$ cat src/rtl/bnn_feature_loader_if.sv
// Host-side bundle for the BNN feature loader.
//   s_valid / s_ready / s_data : feature word stream from the host into the loader
//   m_valid / m_ready          : result handshake from the loader back to the host
//   m_class / m_err / m_seq    : captured class, out-of-range flag, inference sequence number
// Modports:
//   slave  - the loader side (consumes words, produces results)
//   master - the host side (produces words, consumes results)
interface bnn_feature_loader_if #(
  parameter int FEAT_BITS = 4,
  parameter int CLASS_W   = 3
);
  logic                 s_valid;
  logic                 s_ready;
  logic [FEAT_BITS-1:0] s_data;
  logic                 m_valid;
  logic                 m_ready;
  logic [CLASS_W-1:0]   m_class;
  logic                 m_err;
  logic [7:0]           m_seq;

  modport slave (
    input  s_valid, s_data, m_ready,
    output s_ready, m_valid, m_class, m_err, m_seq
  );

  modport master (
    output s_valid, s_data, m_ready,
    input  s_ready, m_valid, m_class, m_err, m_seq
  );
endinterface

$ cat src/rtl/bnn_feature_loader.sv
// Serial-to-parallel feature loader and sequencer for a binarised classifier.
// Collects FEAT_CNT host words into a parallel vector, restarts the classifier
// with a one-cycle pulse, waits INFER_CYCLES cycles, captures the prediction,
// and hands it to the host with a valid/ready handshake and a sequence number.
// Ports:
//   clk        - single clock, rising edge
//   rst        - synchronous, active-low reset
//   host       - slave modport: feature stream in, result stream out
//   features   - parallel feature vector to the classifier
//   bnn_rst    - active-high one-cycle restart pulse to the classifier
//   prediction - classifier result, sampled on the last RUN cycle
module bnn_feature_loader #(
  parameter int FEAT_CNT     = 12,
  parameter int FEAT_BITS    = 4,
  parameter int CLASS_CNT    = 6,
  parameter int INFER_CYCLES = 48
) (
  input  logic                            clk,
  input  logic                            rst,
  bnn_feature_loader_if.slave             host,
  output logic [FEAT_CNT*FEAT_BITS-1:0]   features,
  output logic                            bnn_rst,
  input  logic [$clog2(CLASS_CNT)-1:0]    prediction
);

  localparam int CLASS_W = $clog2(CLASS_CNT);
  localparam int WCNT_W  = (FEAT_CNT > 1) ? $clog2(FEAT_CNT) : 1;
  localparam int CCNT_W  = (INFER_CYCLES > 1) ? $clog2(INFER_CYCLES) : 1;

  typedef enum logic [1:0] {LOAD, RUN, OUT} state_t;

  state_t                        state;
  state_t                        state_nxt;
  logic [WCNT_W-1:0]             word_cnt;
  logic [CCNT_W-1:0]             cyc_cnt;
  logic [FEAT_CNT*FEAT_BITS-1:0] features_q;
  logic [CLASS_W-1:0]            m_class_q;
  logic                          m_err_q;
  logic [7:0]                    m_seq_q;

  logic accept;
  logic last_word;
  logic last_cyc;
  logic handshake;

  assign accept    = (state == LOAD) && host.s_valid;
  assign last_word = (word_cnt == WCNT_W'(FEAT_CNT - 1));
  assign last_cyc  = (cyc_cnt == CCNT_W'(INFER_CYCLES - 1));
  assign handshake = (state == OUT) && host.m_ready;

  // State register plus all datapath registers; the feature slice written is
  // selected by the word counter, so unwritten slices simply hold.
  always_ff @(posedge clk) begin
    if (!rst) begin
      state      <= LOAD;
      word_cnt   <= '0;
      cyc_cnt    <= '0;
      features_q <= '0;
      m_class_q  <= '0;
      m_err_q    <= 1'b0;
      m_seq_q    <= '0;
    end else begin
      state <= state_nxt;
      case (state)
        LOAD: begin
          if (accept) begin
            for (int i = 0; i < FEAT_CNT; i++) begin
              if (word_cnt == WCNT_W'(i)) begin
                features_q[i*FEAT_BITS +: FEAT_BITS] <= host.s_data;
              end
            end
            word_cnt <= last_word ? '0 : word_cnt + 1'b1;
          end
        end
        RUN: begin
          if (last_cyc) begin
            cyc_cnt   <= '0;
            m_class_q <= prediction;
            // Widen by one bit so a power-of-two CLASS_CNT still compares correctly.
            m_err_q   <= ({1'b0, prediction} >= (CLASS_W + 1)'(CLASS_CNT));
          end else begin
            cyc_cnt <= cyc_cnt + 1'b1;
          end
        end
        OUT: begin
          if (handshake) begin
            m_seq_q <= m_seq_q + 8'd1;
          end
        end
        default: ;
      endcase
    end
  end

  // Next-state logic and state-decoded outputs. The restart pulse is the first
  // RUN cycle, identified by the cycle counter still being zero.
  always_comb begin
    state_nxt    = state;
    host.s_ready = 1'b0;
    host.m_valid = 1'b0;
    bnn_rst      = 1'b0;
    case (state)
      LOAD: begin
        host.s_ready = 1'b1;
        if (accept && last_word) state_nxt = RUN;
      end
      RUN: begin
        bnn_rst = (cyc_cnt == '0);
        if (last_cyc) state_nxt = OUT;
      end
      OUT: begin
        host.m_valid = 1'b1;
        if (handshake) state_nxt = LOAD;
      end
      default: state_nxt = LOAD;
    endcase
  end

  assign features     = features_q;
  assign host.m_class = m_class_q;
  assign host.m_err   = m_err_q;
  assign host.m_seq   = m_seq_q;

endmodule

$ cat src/flat_wrapper.sv
// flat-port wrapper written by rule: the top's interface ports become plain ports
module bnn_feature_loader_flat 
#(
  parameter int FEAT_CNT     = 12,
  parameter int FEAT_BITS    = 4,
  parameter int CLASS_CNT    = 6,
  parameter int INFER_CYCLES = 48
)
  (clk, rst, features, bnn_rst, prediction, host_s_valid, host_s_data, host_m_ready, host_s_ready, host_m_valid, host_m_class, host_m_err, host_m_seq);
  bnn_feature_loader_if #(.FEAT_BITS(FEAT_BITS), .CLASS_W(3)) host_i ();
  input  logic clk;
  input  logic rst;
  output logic [FEAT_CNT*FEAT_BITS-1:0] features;
  output logic bnn_rst;
  input  logic [$clog2(CLASS_CNT)-1:0] prediction;
  input wire logic [$bits(host_i.s_valid)-1:0] host_s_valid;
  input wire logic [$bits(host_i.s_data)-1:0] host_s_data;
  input wire logic [$bits(host_i.m_ready)-1:0] host_m_ready;
  output wire logic [$bits(host_i.s_ready)-1:0] host_s_ready;
  output wire logic [$bits(host_i.m_valid)-1:0] host_m_valid;
  output wire logic [$bits(host_i.m_class)-1:0] host_m_class;
  output wire logic [$bits(host_i.m_err)-1:0] host_m_err;
  output wire logic [$bits(host_i.m_seq)-1:0] host_m_seq;
  assign host_i.s_valid = host_s_valid;
  assign host_i.s_data = host_s_data;
  assign host_i.m_ready = host_m_ready;
  assign host_s_ready = host_i.s_ready;
  assign host_m_valid = host_i.m_valid;
  assign host_m_class = host_i.m_class;
  assign host_m_err = host_i.m_err;
  assign host_m_seq = host_i.m_seq;
  bnn_feature_loader #(.FEAT_CNT(FEAT_CNT), .FEAT_BITS(FEAT_BITS), .CLASS_CNT(CLASS_CNT), .INFER_CYCLES(INFER_CYCLES)) u_core (.clk(clk), .rst(rst), .host(host_i), .features(features), .bnn_rst(bnn_rst), .prediction(prediction));
endmodule
$ cat config.mk
export PLATFORM = sky130hd
export DESIGN_NAME = bnn_feature_loader_flat
export DESIGN_NICKNAME = d
export VERILOG_FILES = /design/src/rtl/bnn_feature_loader_if.sv /design/src/rtl/bnn_feature_loader.sv /design/src/flat_wrapper.sv
export SDC_FILE = /design/constraint.sdc
export NUM_CORES = 1
export LEC_CHECK = 0
export ABC_AREA = 1
export CAP_MARGIN = 10
export CORE_ASPECT_RATIO = 0.8
export CORE_UTILIZATION = 25
export DETAILED_ROUTE_END_ITERATION = 7
export PLACE_DENSITY = 0.45
export SYNTH_ARGS = -nofsm -noshare
export SYNTH_HDL_FRONTEND = slang
export SYNTH_SLANG_ARGS = --single-unit
$ cat constraint.sdc
create_clock -name clk -period 1.6 [get_ports clk]
set_input_delay 0.32 -clock clk [delete_from_list [all_inputs] [get_ports clk]]
set_output_delay 0.32 -clock clk [all_outputs]
set_load 0.01 [all_outputs]
==> out/metrics.cfg <==
[placed_design]
io_buffers = 73
gp_congestion = 0.778
hpwl_mm = 5.36
dpl_cell_area_um2 = 3980

[timing]
rsz0062_at_grt = true
fin_crit_sh_pct = 101
worst_slew_pin_slew_ns = 0.518
maxSlewViolCount = 0
slew-limit-headroom_pct = 65.4
finalSetupTns_ns = -0.0183
worst_hold_slack_ns = 0.319
fin_crit_ns = 1.62
hold_violations = 0
max_freq_ghz = 0.618
worst_slack_ns = -0.0183
skew_ns = 0.00619
setup_violations = 1

[clock_network]
cts_buffers = 9
cts_sinks = 72
ctsHtreeMaxLevel = 3
clock-root-buffer = clkbuf_16
cts_tree = done
postCtsHoldBufs = 0
clkTransAtPathRegs_ns = 0.06
clkLatencyLatePin_ns = 0.33
cts.path.max_buffers = 2

[logic_synthesis]
ys_seq_area_share_pct = 48.8
synthDistinctLibCells = 26
syn-num-nets = 401
synth_top_family_by_area = simple AND/OR/NAND/NOR gates
synth_compound_area_share_pct = 11.9
synth_cells = 383
synth_xor_area_share_pct = 0.890
synth-warning-count = 0
synth.avg_cell_area_um2 = 7.71
synth.cell_area_um2 = 2950
synthSimpleGateAreaFrac_pct = 28.7
synthMuxAreaShare_pct = 0
ys_seq_elements = 72
synth_adder_area_share_pct = 2.97

[floorplan]
die_w_um = 124
num_io_pins = 74
rows = 35
core_um2 = 11500
die_h_um = 99.2
dieArea_um2 = 12300
start_util_pct = 25.6

[setup_path]
critPathArrivalTime_ns = 1.30
crit_required_ns = 1.28
slowest_delay_ns = 0.31
worst-path-max-fanout = 2
end_kind = output pin
worstSetupPathType = reg -> out
startpoint_type = register
cp_slowest_cell = dfxtp_1
crit_chain = inv_1 -> ha_1 -> nand3_2 -> nor4_4 -> buf_2

[status]
outcome = complete, but fails checks
violations = negative setup slack

[drt]
wirelength_mm = 7.64
drt_iter0_drc = 126
vias = 2671
firstDrtPassIters = 4
drtAntennaViolNets = 0
wire_per_inst_um = 12.2
post-route-drc-count = 0
detail_route.vias_per_cell = 4.25

[pwr]
leakagePower_nw = 1.76
p_sw_share_pct = 21.1
comb_power_share_pct = 6.3
p_clk_share_pct = 51.6
seqPwrFrac_pct = 42.1
peakVddDrop_mv = 0.554
p_switching_uw = 923
powerDensity_nw_per_um2 = 1010
internal_power_mw = 3.46

[run]
cap_violations = 0

[grt]
grt_pass1_wl_mm = 12.3
grt_pass1_vias = 2560
grt-ovfl-total = 0
grt_max_degree = 57
grt_use_total_pct = 13.2
grt_antenna_before_repair = 0

[cells_and_area]
area_growth_pct = 47.2
antenna_cells = 0
post-route-util_pct = 37.8
drive_gt1_share_pct = 15.6
finalInstanceArea_um2 = 4350
fin_nets = 493

[worst_hold_path]
hold_class = in -> reg

## logic make-up after synthesis
| group | count (synthesis) |
|---|---|
| xor gates and xnor gates | 3 |
| and+or+nand+nor | 183 |
| DFF | 72 |
| buffers and inverters | 49 |
| adders and majority gates | 7 |
| AOI/OAI and AO/OA | 69 |
## repair_timing
item | 4_1_cts | 5_1_grt
resized for setup | 12 | 12
pin swaps | 0 | 1
setup buffers | 0 | 0
setup endpoints to repair | 6 | 13
## cells in the final DEF (no fill, tap or decap), types with 3 or more instances in the layout
master,synthesis,final
inv_2,7,7
nand3_1,16,15
clkinv_2,4,6
dlygate4sd2_1,0,4
nor2_1,119,117
dfxtp_1,72,70
nand2_1,22,22
o21ai_0,55,55
ha_1,7,7
inv_1,24,24
buf_2,0,3
clkbuf_16,0,9
buf_4,0,19
nor2_2,2,4
clkdlybuf4s50_1,0,62
nand3_2,7,7
nor2_4,4,4
a21oi_1,11,11
dlymetal6s2s_1,0,4
nand2_4,4,4
nor3_1,4,4
bufinv_16,0,3
## metrics by stage
stage / power [mW] / instances / worst slack, ns
floorplan: 2.03 / 383 / 0.146
detailed placement: 2.16 / 612 / -0.177
global placement: 2.16 / 612 / -0.159
global route: 4.56 / 628 / -0.0859
finish: 4.38 / 628 / -0.0183
CTS: 4.45 / 628 / -0.135
## area by class of cell
class / instances / area, µm²
fill: 1217 / 7170
sequential: 72 / 1440
multi-input combinational: 262 / 1350
timing repair buffer: 93 / 883
clock buffer: 10 / 229
tap: 148 / 185
inverter: 37 / 151
clock inverter: 6 / 108
## state kept, by name, indices dropped and copies added, names as in the netlist
| signal | count |
|---|---|
| u_core.host.m_class | 3 |
| u_core.state | 2 |
| u_core.features | 48 |
| u_core.cyc_cnt | 6 |
| u_core.host.m_seq | 8 |
| u_core.word_cnt | 4 |
| u_core.host.m_err | 1 |
## Yosys cell counts
cell type / instances / area, µm²
a21oi_1: 11 / 55.1
clkbuf_1: 12 / 45.0
clkinv_1: 1 / 3.75
clkinv_2: 4 / 20.0
dfxtp_1: 72 / 1440
ha_1: 7 / 87.6
inv_1: 24 / 90.1
inv_2: 7 / 26.3
inv_8: 1 / 11.3
nand2_1: 22 / 82.6
nand2_4: 4 / 45.0
nand3_1: 16 / 80.1
nand3_2: 7 / 70.1
nand3_4: 1 / 17.5
nand4_1: 2 / 12.5
nor2_1: 119 / 447
nor2_2: 2 / 12.5
nor2_4: 4 / 45.0
nor3_1: 4 / 20.0
nor3_2: 1 / 10.0
nor4_1: 1 / 6.26
o21a_1: 1 / 7.51
o21ai_0: 55 / 275
o21bai_1: 2 / 15.0
xnor2_1: 1 / 8.76
xor2_1: 2 / 17.5
## worst max-delay path: cells and delay by family (launching register included)
family	cells	cell delay (ns)
adders and majority gates	1	0.18
buffers and inverters	2	0.24
DFF	1	0.31
and+or+nand+nor	2	0.26
## power by group through the flow
stage / registers, mW / logic [mW] / clock network, mW
after floorplan: 1.89 / 0.137 / 0
after global placement: 1.88 / 0.277 / 0
after detailed placement: 1.88 / 0.280 / 0
after CTS: 1.84 / 0.281 / 2.33
after global routing: 1.85 / 0.310 / 2.40
final: 1.84 / 0.275 / 2.26
## layer usage
| layer | wire, µm | GRT usage (%) |
|---|---|---|
| met1 | 3910 | 17.3 |
| met5 | 0 | 0 |
| met4 | 133 | 5.56 |
| met3 | 332 | 4.64 |
| met2 | 3270 | 19.6 |
## path summary, 6_finish.rpt
kind / startpoint / end / slack (ns) / depth (start not counted)
max: u_core.cyc_cnt[0]$_SDFFE_PN0P_ / bnn_rst / -0.02 / 5
min: rst / u_core.host.m_class[0]$_SDFFE_PN0P_ / 0.32 / 3
max reg2reg: u_core.cyc_cnt[1]$_SDFFE_PN0P_ / u_core.host.m_class[2]$_SDFFE_PN0P_ / 0.14 / 7
min reg2reg: u_core.host.m_err$_SDFFE_PN0P_ / u_core.host.m_err$_SDFFE_PN0P_ / 0.48 / 2
Power figures use the tool's default switching activity.
